**config.mk**
```make
export PLATFORM = sky130hd
export DESIGN_NAME = pipeline_ctrl_flat
export DESIGN_NICKNAME = d
export VERILOG_FILES = /design/src/rtl/pipeline_ctrl_if.sv /design/src/rtl/pipeline_ctrl.sv /design/src/flat_wrapper.sv
export SDC_FILE = /design/constraint.sdc
export NUM_CORES = 1
export LEC_CHECK = 0
export CORE_MARGIN = 2
export CORE_UTILIZATION = 23
export DETAILED_ROUTE_END_ITERATION = 12
export PLACE_DENSITY = 0.72
export SLEW_MARGIN = 40
export SYNTH_ARGS = -nofsm -noshare
export SYNTH_HDL_FRONTEND = slang
export SYNTH_SLANG_ARGS = --single-unit
```
**constraint.sdc**
```tcl
create_clock -name CLK -period 2.2 [get_ports CLK]
set_input_delay 0.66 -clock CLK [delete_from_list [all_inputs] [get_ports CLK]]
set_output_delay 0.66 -clock CLK [all_outputs]
set_load 0.02 [all_outputs]
```
**src/rtl/pipeline_ctrl_if.sv**
```systemverilog
// Hazard/sequencing bundle between the MIPS pipeline datapath and pipeline_ctrl.
// master = datapath side, slave = controller side.
interface pipeline_ctrl_if #(
    parameter int REG_W = 5
);
    logic             ihit;
    logic             dhit;
    logic             dmem_req;
    logic             idex_dREN;
    logic [REG_W-1:0] idex_wsel;
    logic [REG_W-1:0] ifid_rs;
    logic [REG_W-1:0] ifid_rt;
    logic             ifid_use_rt;
    logic             redirect;
    logic             halt_wb;
    logic             pc_en;
    logic [3:0]       stage_en;
    logic [3:0]       flush;
    logic             halt_out;
    logic [1:0]       state;

    modport master (
        output ihit, dhit, dmem_req, idex_dREN, idex_wsel,
        output ifid_rs, ifid_rt, ifid_use_rt, redirect, halt_wb,
        input  pc_en, stage_en, flush, halt_out, state
    );

    modport slave (
        input  ihit, dhit, dmem_req, idex_dREN, idex_wsel,
        input  ifid_rs, ifid_rt, ifid_use_rt, redirect, halt_wb,
        output pc_en, stage_en, flush, halt_out, state
    );
endinterface

```
**src/rtl/pipeline_ctrl.sv**
```systemverilog
// Hazard/sequencing controller for the 4-register MIPS pipeline.
// Define PIPE_PERF_CNT_EN to add saturating stall_cnt/flush_cnt counters.
module pipeline_ctrl #(
    parameter int REG_W = 5
`ifdef PIPE_PERF_CNT_EN
    ,
    parameter int CNT_W = 32
`endif
) (
    input  logic             CLK,
    input  logic             RST,
    pipeline_ctrl_if.slave   bus
`ifdef PIPE_PERF_CNT_EN
    ,
    output logic [CNT_W-1:0] stall_cnt,
    output logic [CNT_W-1:0] flush_cnt
`endif
);

    typedef enum logic [1:0] {
        RUN     = 2'd0,
        LDSTALL = 2'd1,
        MEMWAIT = 2'd2,
        HALTED  = 2'd3
    } state_t;

    state_t           r_state;
    state_t           w_next;
    logic             r_halt;
    logic [REG_W-1:0] w_wsel;
    logic             w_mem_wait;
    logic             w_load_use;
    logic             w_halted;

    assign w_wsel     = bus.idex_wsel;
    assign w_mem_wait = bus.dmem_req & ~bus.dhit;
    assign w_halted   = (r_state == HALTED);
    assign w_load_use = bus.idex_dREN & (w_wsel != '0) &
                        ((w_wsel == bus.ifid_rs) |
                         (bus.ifid_use_rt & (w_wsel == bus.ifid_rt)));

    always_ff @(posedge CLK) begin
        if (RST) begin
            r_state <= RUN;
            r_halt  <= 1'b0;
        end else begin
            r_state <= w_next;
            r_halt  <= (w_next == HALTED);
        end
    end

    // halt_wb only changes the next state; this cycle's outputs stay as RUN
    always_comb begin
        w_next = RUN;
        if (w_halted)
            w_next = HALTED;
        else if (bus.halt_wb)
            w_next = HALTED;
        else if (w_mem_wait)
            w_next = MEMWAIT;
        else if (bus.redirect)
            w_next = RUN;
        else if (w_load_use)
            w_next = LDSTALL;
    end

    always_comb begin
        bus.pc_en    = 1'b0;
        bus.stage_en = 4'b0000;
        bus.flush    = 4'b0000;
        if (RST) begin
            bus.flush = 4'b1111;
        end else if (w_halted || w_mem_wait) begin
            bus.flush = 4'b0000;
        end else if (bus.redirect) begin
            bus.pc_en    = 1'b1;
            bus.stage_en = 4'b1111;
            bus.flush    = 4'b0111;
        end else if (w_load_use) begin
            bus.stage_en = 4'b1110;
            bus.flush    = 4'b0010;
        end else if (!bus.ihit) begin
            bus.stage_en = 4'b1111;
            bus.flush    = 4'b0001;
        end else begin
            bus.pc_en    = 1'b1;
            bus.stage_en = 4'b1111;
        end
    end

    assign bus.state    = r_state;
    assign bus.halt_out = r_halt;

`ifdef PIPE_PERF_CNT_EN
    logic             w_stall_inc;
    logic             w_flush_inc;
    logic [CNT_W-1:0] r_stall_cnt;
    logic [CNT_W-1:0] r_flush_cnt;

    assign w_stall_inc = ~RST & ~w_halted & ~bus.pc_en;
    assign w_flush_inc = ~RST & ~w_halted & ~w_mem_wait & bus.redirect;

    always_ff @(posedge CLK) begin
        if (RST) begin
            r_stall_cnt <= '0;
            r_flush_cnt <= '0;
        end else begin
            if (w_stall_inc && (r_stall_cnt != '1))
                r_stall_cnt <= r_stall_cnt + 1'b1;
            if (w_flush_inc && (r_flush_cnt != '1))
                r_flush_cnt <= r_flush_cnt + 1'b1;
        end
    end

    assign stall_cnt = r_stall_cnt;
    assign flush_cnt = r_flush_cnt;
`endif

endmodule

```
**src/flat_wrapper.sv**
```systemverilog
// flat-port wrapper written by rule: the top's interface ports become plain ports
module pipeline_ctrl_flat 
#(
    parameter int REG_W = 5

)
  (CLK, RST, bus_ihit, bus_dhit, bus_dmem_req, bus_idex_dREN, bus_idex_wsel, bus_ifid_rs, bus_ifid_rt, bus_ifid_use_rt, bus_redirect, bus_halt_wb, bus_pc_en, bus_stage_en, bus_flush, bus_halt_out, bus_state);
  pipeline_ctrl_if #(.REG_W(REG_W)) bus_i ();
  input  logic CLK;
  input  logic RST;
  input wire logic [$bits(bus_i.ihit)-1:0] bus_ihit;
  input wire logic [$bits(bus_i.dhit)-1:0] bus_dhit;
  input wire logic [$bits(bus_i.dmem_req)-1:0] bus_dmem_req;
  input wire logic [$bits(bus_i.idex_dREN)-1:0] bus_idex_dREN;
  input wire logic [$bits(bus_i.idex_wsel)-1:0] bus_idex_wsel;
  input wire logic [$bits(bus_i.ifid_rs)-1:0] bus_ifid_rs;
  input wire logic [$bits(bus_i.ifid_rt)-1:0] bus_ifid_rt;
  input wire logic [$bits(bus_i.ifid_use_rt)-1:0] bus_ifid_use_rt;
  input wire logic [$bits(bus_i.redirect)-1:0] bus_redirect;
  input wire logic [$bits(bus_i.halt_wb)-1:0] bus_halt_wb;
  output wire logic [$bits(bus_i.pc_en)-1:0] bus_pc_en;
  output wire logic [$bits(bus_i.stage_en)-1:0] bus_stage_en;
  output wire logic [$bits(bus_i.flush)-1:0] bus_flush;
  output wire logic [$bits(bus_i.halt_out)-1:0] bus_halt_out;
  output wire logic [$bits(bus_i.state)-1:0] bus_state;
  assign bus_i.ihit = bus_ihit;
  assign bus_i.dhit = bus_dhit;
  assign bus_i.dmem_req = bus_dmem_req;
  assign bus_i.idex_dREN = bus_idex_dREN;
  assign bus_i.idex_wsel = bus_idex_wsel;
  assign bus_i.ifid_rs = bus_ifid_rs;
  assign bus_i.ifid_rt = bus_ifid_rt;
  assign bus_i.ifid_use_rt = bus_ifid_use_rt;
  assign bus_i.redirect = bus_redirect;
  assign bus_i.halt_wb = bus_halt_wb;
  assign bus_pc_en = bus_i.pc_en;
  assign bus_stage_en = bus_i.stage_en;
  assign bus_flush = bus_i.flush;
  assign bus_halt_out = bus_i.halt_out;
  assign bus_state = bus_i.state;
  pipeline_ctrl #(.REG_W(REG_W)) u_core (.CLK(CLK), .RST(RST), .bus(bus_i));
endmodule
```
==> results by group <==
Critical path
  – Crit end category: output pin
  – Crit path launch type: input pin
  – Critical Path Start: bus_idex_wsel[4]
  – Crit Path Class: in2out
  – Reg-to-Reg Start: u_core.bus.state[0]
  – Slowest CP cell: or4_4
  – Data required time of the critical path: 1.54 ns
  – CP cell instances: buf_6 -> or4_4 -> o21ai_4 -> inv_2 -> a31o_4 -> buf_6
  – Crit-path max cell delay: 0.54 ns
  – Flop2flop setup slack: 1.27 ns
  – CP Capture Point: bus_flush[1]
  – Worst Reg2Reg Path Length in Cells: 3
  – CP dominant cell by count: buf_6
  – Reg2reg end: u_core.bus.state[0]
  – Critical path arrival: 1.88 ns
  – Worst-path fanout max: 3

Placed design
  – GP Congestion: 0.695
  – HPWL Detailed: 1050 um
  – Place WS: -1.13 ns
  – I/O Buffers: 35

Clock tree
  – Clock Latency Late Sink: 0.24 ns
  – Total CTS buffers: 3
  – Hold buffers post-CTS: 0
  – Clock sinks: 3
  – CTS tree: done
  – Clock root cell: clkbuf_4
  – Clk buf depth: 2
  – Reg clk slew, reported paths: 0.04 ns
  – Max H-tree Level: 1

Synth
  – Synth cell types: 21
  – Yosys reg bits: 3
  – Ranking of synthesized cells by area: xnor2_1, dfxtp_1, buf_4, a21oi_1, a31o_1
  – Largest area contributor in the netlist: xnor2_1
  – Post-synthesis sequential area ratio: 18.5%
  – Synth Area in Compound Gates: 28.2%
  – Ys flop type: dfxtp_1
  – Main combinational cell family by area after synthesis: compound AO/OA/AOI/OAI gates
  – Mux contribution to synthesized area: 0%
  – XOR/XNOR share of the synthesized area: 27.0%
  – Synth Area in Simple Gates: 18.1%
  – Mean Syn Cell Area: 7.54 um^2
  – Post-synth ARST share: 0%
  – Synthesized Nets: 67
  – Yosys warning count: 0
  – Yosys top cell area share: 27.0%
  – Post-synth EDFFs: 0
  – Syn Std Cell Area: 324 um^2
  – Mapped Cells: 43
  – Synth Area in Adders: 0%

Layout
  – Layout area overhead: 176%
  – Commonest cells after routing, fill and taps aside: buf_4, dlygate4sd2_1, buf_6, xnor2_1, clkdlybuf4s50_1
  – Multi-input gate area: 325 um^2
  – Sequential cell area: 60.1 um^2
  – Fillers: 128
  – Commonest non-fill, non-tap cell in the layout: buf_4
  – Share of cells above drive strength 1: 50.5%
  – Util after Layout: 68.8%
  – Diodes inserted: 0
  – Nets: 122

Job
  – Max_cap viols: 0

Floorplan
  – Starting Density: 24.9%
  – Die height: 41.5 um
  – I/O pin count: 36
  – Row count: 13
  – Core area: 1300 um^2
  – Full die area: 1730 um^2
  – Die width: 41.5 um

Timing
  – Clock Skews: 0.00821 ns
  – Worst Max-Slew Pin Slew: 0.371 ns
  – Final hold vios: 0
  – Final worst slack: -0.339 ns
  – Final setup violation count: 4
  – Fin crit share: 115%
  – Min Clock Period, post-route: 2.54 ns
  – RSZ-0062 raised after global routing: true
  – Slew headroom: 75.0%
  – Fmax: 0.394 GHz
  – Pins Over Slew Limit: 0

Route
  – DRC violations left: 0
  – Drt via density: 4.66
  – Routed via count: 522
  – Total iterations of the first detailed-routing run: 4
  – DR iter-0 viols: 11
  – Antenna-violating nets left: 0
  – Detail-routed net length per standard cell: 12.1 um
  – Final WL: 1360 um

Global route
  – First-pass GRT wire length: 2230 um
  – Largest net degree at the start of global routing: 5
  – Initial antenna violation count: 0
  – Gr ovfl total: 0
  – Vias in the first global route: 551
  – Total track usage: 16.8%

Run status
  – Status: finished with violations
  – Failing checks: negative setup slack

Power
  – Cell area power density: 386 nW/um^2
  – Power share of the clock group: 28.4%
  – Worst vdd ir: 0.209 mV
  – Power Internal: 231 uW
  – Switch Pwr: 114 uW
  – Leak: 0.400 nW
  – Reg power frac: 18.3%
  – Comb pwr share: 53.3%
  – Pwr Total: 345 uW
  – Sw Ratio: 32.9%

Hold path
  – Hold Path Class: reg2reg
==> area by class of cell <==
class / count / area share [%]
inverter: 1 / 0.420
multi-input combinational: 36 / 36.4
sequential: 3 / 6.71
clock buffer: 4 / 2.94
tap: 15 / 2.10
timing repair buffer: 53 / 51.5
==> flip-flops by register name, indices dropped and copies added (netlist names) <==
register and flops:
u_core.bus.halt_out 1, u_core.bus.state 2
==> power groups by stage <==
stage	logic, mW	clock network [mW]	registers (mW)
final	0.184	0.0981	0.0632
after global routing	0.195	0.113	0.0638
after CTS	0.177	0.0998	0.0630
after detailed placement	0.177	0	0.0635
after global placement	0.175	0	0.0634
after floorplan	0.0695	0	0.0678
==> worst max-delay path, delay by kind of cell <==
| kind | cells | cell delay [ns] |
|---|---|---|
| AO/OA/AOI/OAI | 2 | 0.38 |
| buffers and inverters | 3 | 0.29 |
| AND/OR/NAND/NOR | 1 | 0.54 |
==> routing by layer <==
metal	vias up	share of wire, %	global-route usage [%]
met4	0	1.6	5.81
met2	27	58	33.8
li1	257	-	-
met3	2	6.3	4.35
met1	236	33	15.8
met5	-	0	0
==> worst min path at each step <==
stage	from	endpoint	slack (ns)	depth (start not counted)
2_1_floorplan	u_core.bus.state[1]	u_core.bus.halt_out	0.69	2
5_1_grt	bus_dmem_req	u_core.bus.state[1]	0.70	3
6_report	u_core.bus.state[1]	u_core.bus.halt_out	0.65	2
4_1_cts	u_core.bus.state[1]	u_core.bus.halt_out	0.66	2
3_5_place_dp	u_core.bus.state[1]	u_core.bus.halt_out	0.64	2
3_3_place_gp	u_core.bus.state[1]	u_core.bus.state[1]	0.64	2
==> cell families after synthesis <==
group                  after synthesis
buffers and inverters                4
XOR/XNOR                            10
flip-flops                           3
AND/OR/NAND/NOR                     12
AO/OA/AOI/OAI                       14
==> per-stage QoR <==
| step | setup TNS (ns) | hold WS [ns] | instances | area [um^2] |
|---|---|---|---|---|
| 2_1_floorplan | -0.438 | 0.690 | 43 | 372 |
| 3_3_place_gp | -7.97 | 0.643 | 104 | 823 |
| 3_5_place_dp | -8.21 | 0.644 | 104 | 823 |
| 4_1_cts | -1.25 | 0.658 | 111 | 873 |
| 5_1_grt | -1.43 | 0.696 | 112 | 895 |
| 6_report | -1.31 | 0.654 | 112 | 895 |
==> what timing repair did <==
action	CTS	global route
pin swaps	18	4
setup endpoints to repair	9	8
buffers inserted	3	1
gates resized for setup	89	10
==> cells in the mapped netlist (all sizes together) (2+ instances only) <==
library cell and instances:
xnor2 10, a21oi 4, buf 3, dfxtp 3, nand2 3, nor2 3
o21ai 3, a31o 2
(Power assumes the default switching activity.)
